## src/rtl/traffic_request_arbiter_pkg.sv

```systemverilog
// Shared definitions for the pedestrian/lane request arbiter: FSM states, lane indices
// and the round-robin pick helper.
package traffic_request_arbiter_pkg;

  localparam int NUM_LANES = 4;

  localparam logic [1:0] LANE_A = 2'd0;
  localparam logic [1:0] LANE_B = 2'd1;
  localparam logic [1:0] LANE_C = 2'd2;
  localparam logic [1:0] LANE_D = 2'd3;

  typedef enum logic [1:0] {
    IDLE  = 2'd0,
    OFFER = 2'd1,
    GAP   = 2'd2
  } arbState_t;

  // Walk downward so the last hit (closest to ptr, wrapping) is the one returned.
  function automatic logic [1:0] rrPick(input logic [NUM_LANES-1:0] req, input logic [1:0] ptr);
    logic [1:0] idx;
    rrPick = ptr;
    for (int k = NUM_LANES - 1; k >= 0; k--) begin
      idx = ptr + 2'(k);
      if (req[idx]) rrPick = idx;
    end
  endfunction

endpackage

```

## src/rtl/traffic_request_arbiter_debounce.sv

```systemverilog
// One lane of button conditioning: 2-flop synchroniser, counter debouncer and a one-cycle
// pulse on each accepted rising edge of the debounced level.
module lane_debouncer #(
  parameter int DEBOUNCE_CYCLES = 4,
  parameter int CNT_W           = 8
) (
  input  logic clk,
  input  logic rst,
  input  logic i_btnRaw,
  output logic o_rise
);

  localparam logic [CNT_W-1:0] DEB_LAST = CNT_W'(DEBOUNCE_CYCLES - 1);

  logic             r_syncMeta;
  logic             r_syncOut;
  logic             r_level;
  logic [CNT_W-1:0] r_cnt;
  logic             r_rise;

  // The level only flips after DEBOUNCE_CYCLES consecutive disagreeing samples.
  always_ff @(posedge clk) begin
    if (rst) begin
      r_syncMeta <= 1'b0;
      r_syncOut  <= 1'b0;
      r_level    <= 1'b0;
      r_cnt      <= '0;
      r_rise     <= 1'b0;
    end else begin
      r_syncMeta <= i_btnRaw;
      r_syncOut  <= r_syncMeta;
      r_rise     <= 1'b0;
      if (r_syncOut != r_level) begin
        if (r_cnt == DEB_LAST) begin
          r_level <= r_syncOut;
          r_cnt   <= '0;
          r_rise  <= r_syncOut;
        end else begin
          r_cnt <= r_cnt + 1'b1;
        end
      end else begin
        r_cnt <= '0;
      end
    end
  end

  assign o_rise = r_rise;

endmodule

```

## src/rtl/traffic_request_arbiter.sv

```systemverilog
// Conditions four raw buttons into latched pending requests and offers them one at a time,
// round-robin, as a one-hot request to the traffic light controller.
module traffic_request_arbiter
  import traffic_request_arbiter_pkg::*;
#(
  parameter int DEBOUNCE_CYCLES = 4,
  parameter int HOLDOFF_CYCLES  = 2,
  parameter int CNT_W           = 8
) (
  input  logic                 clk,
  input  logic                 rst,
  input  logic [NUM_LANES-1:0] btn_raw,
  input  logic                 serve_ack,
  output logic [NUM_LANES-1:0] req_p,
  output logic [NUM_LANES-1:0] pending,
  output logic                 busy
);

  localparam logic [CNT_W-1:0] HOLD_LAST =
    (HOLDOFF_CYCLES == 0) ? '0 : CNT_W'(HOLDOFF_CYCLES - 1);

  logic [NUM_LANES-1:0] w_rise;

  arbState_t            r_state,   w_stateNext;
  logic [NUM_LANES-1:0] r_reqP,    w_reqPNext;
  logic [NUM_LANES-1:0] r_pending, w_pendingNext;
  logic [1:0]           r_rrPtr,   w_rrPtrNext;
  logic [1:0]           r_grant,   w_grantNext;
  logic [CNT_W-1:0]     r_gapCnt,  w_gapCntNext;
  logic [1:0]           w_pick;

  for (genvar g = 0; g < NUM_LANES; g++) begin : g_lane
    lane_debouncer #(
      .DEBOUNCE_CYCLES(DEBOUNCE_CYCLES),
      .CNT_W          (CNT_W)
    ) u_deb (
      .clk     (clk),
      .rst     (rst),
      .i_btnRaw(btn_raw[g]),
      .o_rise  (w_rise[g])
    );
  end

  always_ff @(posedge clk) begin
    if (rst) begin
      r_state   <= IDLE;
      r_reqP    <= '0;
      r_pending <= '0;
      r_rrPtr   <= LANE_A;
      r_grant   <= LANE_A;
      r_gapCnt  <= '0;
    end else begin
      r_state   <= w_stateNext;
      r_reqP    <= w_reqPNext;
      r_pending <= w_pendingNext;
      r_rrPtr   <= w_rrPtrNext;
      r_grant   <= w_grantNext;
      r_gapCnt  <= w_gapCntNext;
    end
  end

  // A rise arriving with the ack is OR-ed in after the clear, so a fresh press survives.
  always_comb begin
    w_stateNext   = r_state;
    w_reqPNext    = r_reqP;
    w_pendingNext = r_pending | w_rise;
    w_rrPtrNext   = r_rrPtr;
    w_grantNext   = r_grant;
    w_gapCntNext  = r_gapCnt;
    w_pick        = rrPick(r_pending, r_rrPtr);
    unique case (r_state)
      IDLE: begin
        if (|r_pending) begin
          w_grantNext = w_pick;
          w_reqPNext  = NUM_LANES'(1) << w_pick;
          w_stateNext = OFFER;
        end
      end
      OFFER: begin
        if (serve_ack) begin
          w_pendingNext = (r_pending & ~r_reqP) | w_rise;
          w_reqPNext    = '0;
          w_rrPtrNext   = (r_grant == LANE_D) ? LANE_A : r_grant + 2'd1;
          w_gapCntNext  = '0;
          w_stateNext   = (HOLDOFF_CYCLES == 0) ? IDLE : GAP;
        end
      end
      GAP: begin
        if (r_gapCnt == HOLD_LAST) begin
          w_gapCntNext = '0;
          w_stateNext  = IDLE;
        end else begin
          w_gapCntNext = r_gapCnt + 1'b1;
        end
      end
      default: begin
        w_stateNext = IDLE;
        w_reqPNext  = '0;
      end
    endcase
  end

  assign req_p   = r_reqP;
  assign pending = r_pending;
  assign busy    = (r_state != IDLE);

endmodule

```

## config.mk

```make
export PLATFORM = sky130hd
export DESIGN_NAME = traffic_request_arbiter
export DESIGN_NICKNAME = d
export VERILOG_FILES = /design/src/rtl/traffic_request_arbiter_pkg.sv /design/src/rtl/traffic_request_arbiter_debounce.sv /design/src/rtl/traffic_request_arbiter.sv
export SDC_FILE = /design/constraint.sdc
export NUM_CORES = 1
export LEC_CHECK = 0
export ABC_AREA = 1
export ABC_CLOCK_PERIOD_IN_PS = 1910
export BUFFER_PORTS_ARGS = -buffer_cell sky130_fd_sc_hd__buf_2
export CORE_ASPECT_RATIO = 1.25
export CORE_MARGIN = 4
export CORE_UTILIZATION = 40
export CTS_BUF_LIST = sky130_fd_sc_hd__clkbuf_8
export DETAILED_ROUTE_END_ITERATION = 12
export SYNTH_ARGS = -nofsm -noshare
export SYNTH_HDL_FRONTEND = slang
export SYNTH_HIERARCHICAL = 1
export SYNTH_SLANG_ARGS = --single-unit
```

## constraint.sdc

```tcl
create_clock -name clk -period 1.91 [get_ports clk]
set_input_delay 0.382 -clock clk [delete_from_list [all_inputs] [get_ports clk]]
set_output_delay 0.382 -clock clk [all_outputs]
set_load 0.03 [all_outputs]
```

=== Word-level counts from Yosys, hierarchy flattened ===
Index checks and enable logic that the tools add are counted.

* Register bits after elaboration: 70
* Output and inout bits: 9
* Input bits: 7

* Shifts and indexed selects: 1
* $add $sub $neg: 9
* Reductions and logical operators: 21
* Muxes and demuxes: 25
* Bitwise logic cells: 13
* Order comparisons: 4
* Equality and inequality tests: 15

{| class="wikitable"
|+ Operators with widths
! cell !! count
|-
| $add 8x1->8 const B || 5
|-
| $eq 8x2->1 const B || 4
|-
| $reduce_or 3->1 || 8
|-
| $mux 2 || 8
|-
| $mux 4 || 4
|-
| $mux 8 || 2
|-
| $pmux 8 s2 || 1
|-
| $reduce_and 2->1 || 7
|-
| $lt 2x3->1 const B || 4
|-
| $pmux 4 s3 || 1
|-
| $not 1->1 || 9
|-
| $bmux 1 s2 || 4
|-
| $eq 8x1->1 const B || 1
|-
| $or 4x4->4 || 2
|-
| $ne 2x2->1 const B || 3
|-
| $pmux 2 s3 || 1
|-
| $reduce_and 3->1 || 2
|-
| $add 2x1->2 const B || 2
|-
| $add 2x2->2 const B || 2
|-
| $and 4x4->4 || 1
|-
| $eq 2x2->1 const B || 2
|-
| $mux 1 || 4
|-
| $ne 1x1->1 || 4
|-
| $not 4->4 || 1
|-
| 5 further kinds || 6
|}

=== Depth between registers and ports, before layout ===
* Depth after elaboration: 10
* Gate-level depth with buffers: 13

=== By module ===
Netlist, hierarchy kept.

{| class="wikitable"
|+ By module, submodules not included
! module !! times used !! area an instance (um^2) !! cells an instance
|-
| lane_debouncer || 4 || 556.8 || 84
|-
| traffic_request_arbiter || 1 || 1184.9 || 181
|}

=== Worst setup path after synthesis ===
No wires, ideal clock.

* Kind: flip-flop to flip-flop
* From: reg r_pending[3] (netlist: pending[3])
* To: reg r_grant[0]
* Cell stages (with the launch flop): 14
* Path slack: 0.462 ns
* Data required time: 1.794 ns
* Data arrival time: 1.331 ns
* Path through: dfxtp_1 -> inv_1 -> nand2_1 -> nand3_1 -> nand2_1 -> inv_1 -> nand2_1 -> nand2_2 -> nand2_2 -> nand2_1 -> nand2_2 -> nand2_1 -> o211ai_1 -> inv_1

* Cells in the longest elaborated chain, start to end: 6
* Elaborated cells between the ends (all ways): 14
* Classes of those cells: mux: 12; reduce/logical: 2

{| class="wikitable"
|+ RTL lines
! item !! RTL line !! RTL
|-
| start, declared || traffic_request_arbiter.sv:26 || <nowiki>logic [NUM_LANES-1:0] r_pending, w_pendingNext;</nowiki>
|-
| start signal, assigned || traffic_request_arbiter.sv:55 || <nowiki>r_pending <= w_pendingNext;</nowiki>
|-
| $bmux 1 s2 || traffic_request_arbiter_pkg.sv:24 || <nowiki>if (req[idx]) rrPick = idx;</nowiki>
|-
| $mux 1 (not written as such) || traffic_request_arbiter_pkg.sv:24 ||
|-
| $mux 2 (4 in series) || traffic_request_arbiter_pkg.sv:24 ||
|-
| end signal, assigned || traffic_request_arbiter.sv:57 || <nowiki>r_grant <= w_grantNext;</nowiki>
|-
| end, declared || traffic_request_arbiter.sv:28 || <nowiki>logic [1:0] r_grant, w_grantNext;</nowiki>
|}

Several ways; a longest one is shown, not always the timed one. The select of a mux whose other input is x is not followed.
A chain may end at the register's enable or synchronous reset.

=== Final worst setup path ===
* From: reg r_rrPtr[0]
* To: reg r_grant[0]

* Cells in the longest elaborated chain, start to end: 7
* Elaborated cells between the ends (all ways): 15
* Classes of those cells: add/sub: 3; mux: 12

{| class="wikitable"
|+ RTL lines
! item !! RTL line !! RTL
|-
| start, declared || traffic_request_arbiter.sv:27 || <nowiki>logic [1:0] r_rrPtr, w_rrPtrNext;</nowiki>
|-
| start signal, assigned || traffic_request_arbiter.sv:56 || <nowiki>r_rrPtr <= w_rrPtrNext;</nowiki>
|-
| $add 2x2->2 || traffic_request_arbiter_pkg.sv:23 || <nowiki>idx = ptr + 2'(k);</nowiki>
|-
| $bmux 1 s2 || traffic_request_arbiter_pkg.sv:24 ||
|-
| $mux 1 (not written as such) || traffic_request_arbiter_pkg.sv:24 ||
|-
| $mux 2 (3 in series) || traffic_request_arbiter_pkg.sv:24 ||
|-
| $mux 2 (*) || traffic_request_arbiter_pkg.sv:24 ||
|}

Every way passes the cells marked *; elsewhere a longest branch is shown, timed or not. The select of a mux whose other input is x is not followed.

==> reports/metrics.cfg <==
[grt]
grt.met2_usage = 0.2222
grt_pass1_wl_mm = 11.41
busiest_layer = met2
grt_max_degree = 20
grtUsageMet1 = 0.1653
overflow = 0
grt_pass1_vias = 2736
antenna_found_initial = 0
grtUsageMet3 = 0.02580
grt_usage = 0.1325

[logic_synthesis]
synth_fp_nets = 531
ys_ff_latch = 70
syn_inst = 517
syn_area_um2 = 3412
yosys_warnings = 6
avgSynthCellArea_um2 = 6.600
ys_seq_area_frac = 0.4107
ys_types = 24

[detailed_routing]
detail_route.iter0.violations = 118
drt-wirelength-per-cell_um = 9.946
vias = 3029
dr.pass1.iters = 4
routed_wl_mm = 6.425
detail-route-antenna-nets = 0
viasPerCell = 4.689
route.detailed.drc = 0

[power]
fin_total_pwr_mw = 2.715
p_clk_frac = 0.436
seq_power_share = 0.543
max-vdd-ir-drop_mv = 0.3029
p_leak_nw = 1.765
power_switching_uw = 564.6
powerDensity_nw_per_um2 = 710.4
power.internal_mw = 2.150
comb_power_share = 0.021
swShare = 0.2080

[floorplanning]
die_w_um = 90.61
fp.coreArea_um2 = 8287
io_pins = 16
die_h_um = 111.3
initial_utilization = 0.4117
num_rows = 37
dieArea_um2 = 10080

[worst_hold_path]
hold_path.class = in2reg
worstHoldPathCells = 3
holdPathEnd = g_lane[1].u_deb/r_syncMeta
min_from = btn_raw[1]

[critical_path]
cp-end-kind = register
crit_fanout = 11
cp-start-kind = register
arrival_ns = 1.87
r2r_slack_ns = 0.26
r2r-start = r_rrPtr[0]
cp.required_ns = 2.13
worstReg2RegEnd = r_grant[0]
r2r_cells = 13
crit_path_start = r_rrPtr[0]
critPathKind = reg2reg

[clocking]
cts_hold_buf = 0
cts.reportedPaths.clkPinSlew_ns = 0.07
htreeDepth = 3
root_buffer = clkbuf_8
cts_tree = yes
clock_path_buffers = 2
clk-insertion-delay-late_ns = 0.33
cts.repair.resized = 0
postCtsSetupRepairBufs = 0
cts_made_buffers = 9
cts.sinks = 70

[timing]
skew_ns = 0.009870
finalSetupViolCount = 0
slew_headroom = 0.6711
post-route-period-util = 0.8632
setup_tns_ns = 0
worstMarginPinSlew_ns = 0.4888
hold_viol_final = 0
rsz0062_at_grt = no
slew_violations = 0
post-route-min-period_ns = 1.649
max_clock_freq_mhz = 606.5

[cells_and_area]
drive_gt1_frac = 0.1056
layout_commonest_cell = nand2_1
nFillCells = 851
layout_common_cells = nand2_1 (135), inv_1 (102), dfxtp_1 (70)
nets = 558
syn2layout_area_growth_pct = 11.99
insertedDiodeCount = 0

[run_status]
status = finished, final reports clean

[place]
dp_hpwl_mm = 4.913
routabilityCongestion = 0.8696
port_buffers = 15

[flow_run]
cap_violations = 0

==> registers in the layout (all words and copies together), names as in the netlist <==
signal                   count
g_lane.u_deb/r_syncOut       4
req_p                        4
g_lane.u_deb/r_cnt          32
r_gapCnt                     8
r_rrPtr                      2
g_lane.u_deb/r_level         4
r_state                      2
pending                      4
g_lane.u_deb/r_syncMeta      4
r_grant                      2
g_lane.u_deb/o_rise          4
==> power by group through the flow <==
stage	Sequential (mW)	Clock, mW	Combinational (mW)
floorplan	1.51	0	0.0310
global placement	1.51	0	0.0560
detailed placement	1.51	0	0.0568
CTS	1.47	1.23	0.0568
global route	1.48	1.30	0.0646
finish	1.48	1.18	0.0557
==> synthesized netlist by cell type (all sizes together) <==
library cell    n  share of area
nor2           57          0.069
nor4            1         0.0018
o21ai          16          0.023
nand2         148           0.18
dfxtp          70           0.41
o211ai          2         0.0044
nor3           10          0.015
buf             1         0.0022
inv           107           0.12
a21oi          34          0.050
nand4          13          0.024
o22ai           1         0.0018
xor2            2         0.0051
a211oi          2         0.0044
nand3          44          0.065
a31oi           1         0.0018
ha              7          0.026
clkbuf          1         0.0011
==> kinds of logic (layout without fill, tap and decap cells) <==
logic type | count (synthesis) | after routing | synth area share
DFF | 70 | 70 | 0.4107
adders and majority gates | 7 | 7 | 0.02567
buffers and inverters | 109 | 141 | 0.1210
AOI/OAI and AO/OA | 56 | 56 | 0.08581
xor gates and xnor gates | 2 | 2 | 0.005135
and+or+nand+nor | 273 | 273 | 0.3517
==> worst max-delay path by stage <==
| stage | end |
|---|---|
| 2_1_floorplan | r_grant[0] |
| 3_3_place_gp | r_grant[0] |
| 3_5_place_dp | r_grant[0] |
| 4_1_cts | r_grant[0] |
| 5_1_grt | req_p[2] |
| 6_report | r_grant[0] |
==> per-stage QoR <==
stage	utilization	hold slack, ns	std cells	worst slack [ns]	instance area (µm²)
2_1_floorplan	-	0.3883	517	0.4623	3412
3_3_place_gp	0.4368	0.3917	630	0.3373	3620
3_5_place_dp	0.4368	0.3931	630	0.2875	3620
4_1_cts	0.4611	0.2408	646	0.2767	3821
5_1_grt	0.4611	0.2520	646	0.02222	3821
6_report	0.4611	0.2580	646	0.2612	3821
==> worst max-delay path, stage by stage, from the launching register on <==
cell and delay [ns]:
dfxtp_1 0.49, inv_1 0.20, nand2_1 0.10, nand2_1 0.07
nand2_1 0.09, nand2_1 0.06, nand2_1 0.07, nand2_2 0.07
nand2_2 0.06, nand2_1 0.05, nand2_2 0.08, nand2_1 0.05
o211ai_1 0.09, inv_1 0.05
==> routing by layer <==
metal	routed length [µm]	share of wire	vias to the layer above
met5	0	0	-
li1	-	-	1666
met3	195	0.030	8
met1	3139	0.49	1318
met4	93	0.014	0
met2	2996	0.47	37
==> area by class of cell <==
type                       count  area [µm²]  share of cell area
multi-input combinational    338        1598              0.4181
sequential                    70        1401              0.3667
inverter                     107       401.6              0.1051
clock buffer                  11       151.4             0.03962
tap                           97       121.4             0.03176
timing repair buffer          18       97.59             0.02554
clock inverter                 5       50.05             0.01310
Power figures use the tool's default switching activity.
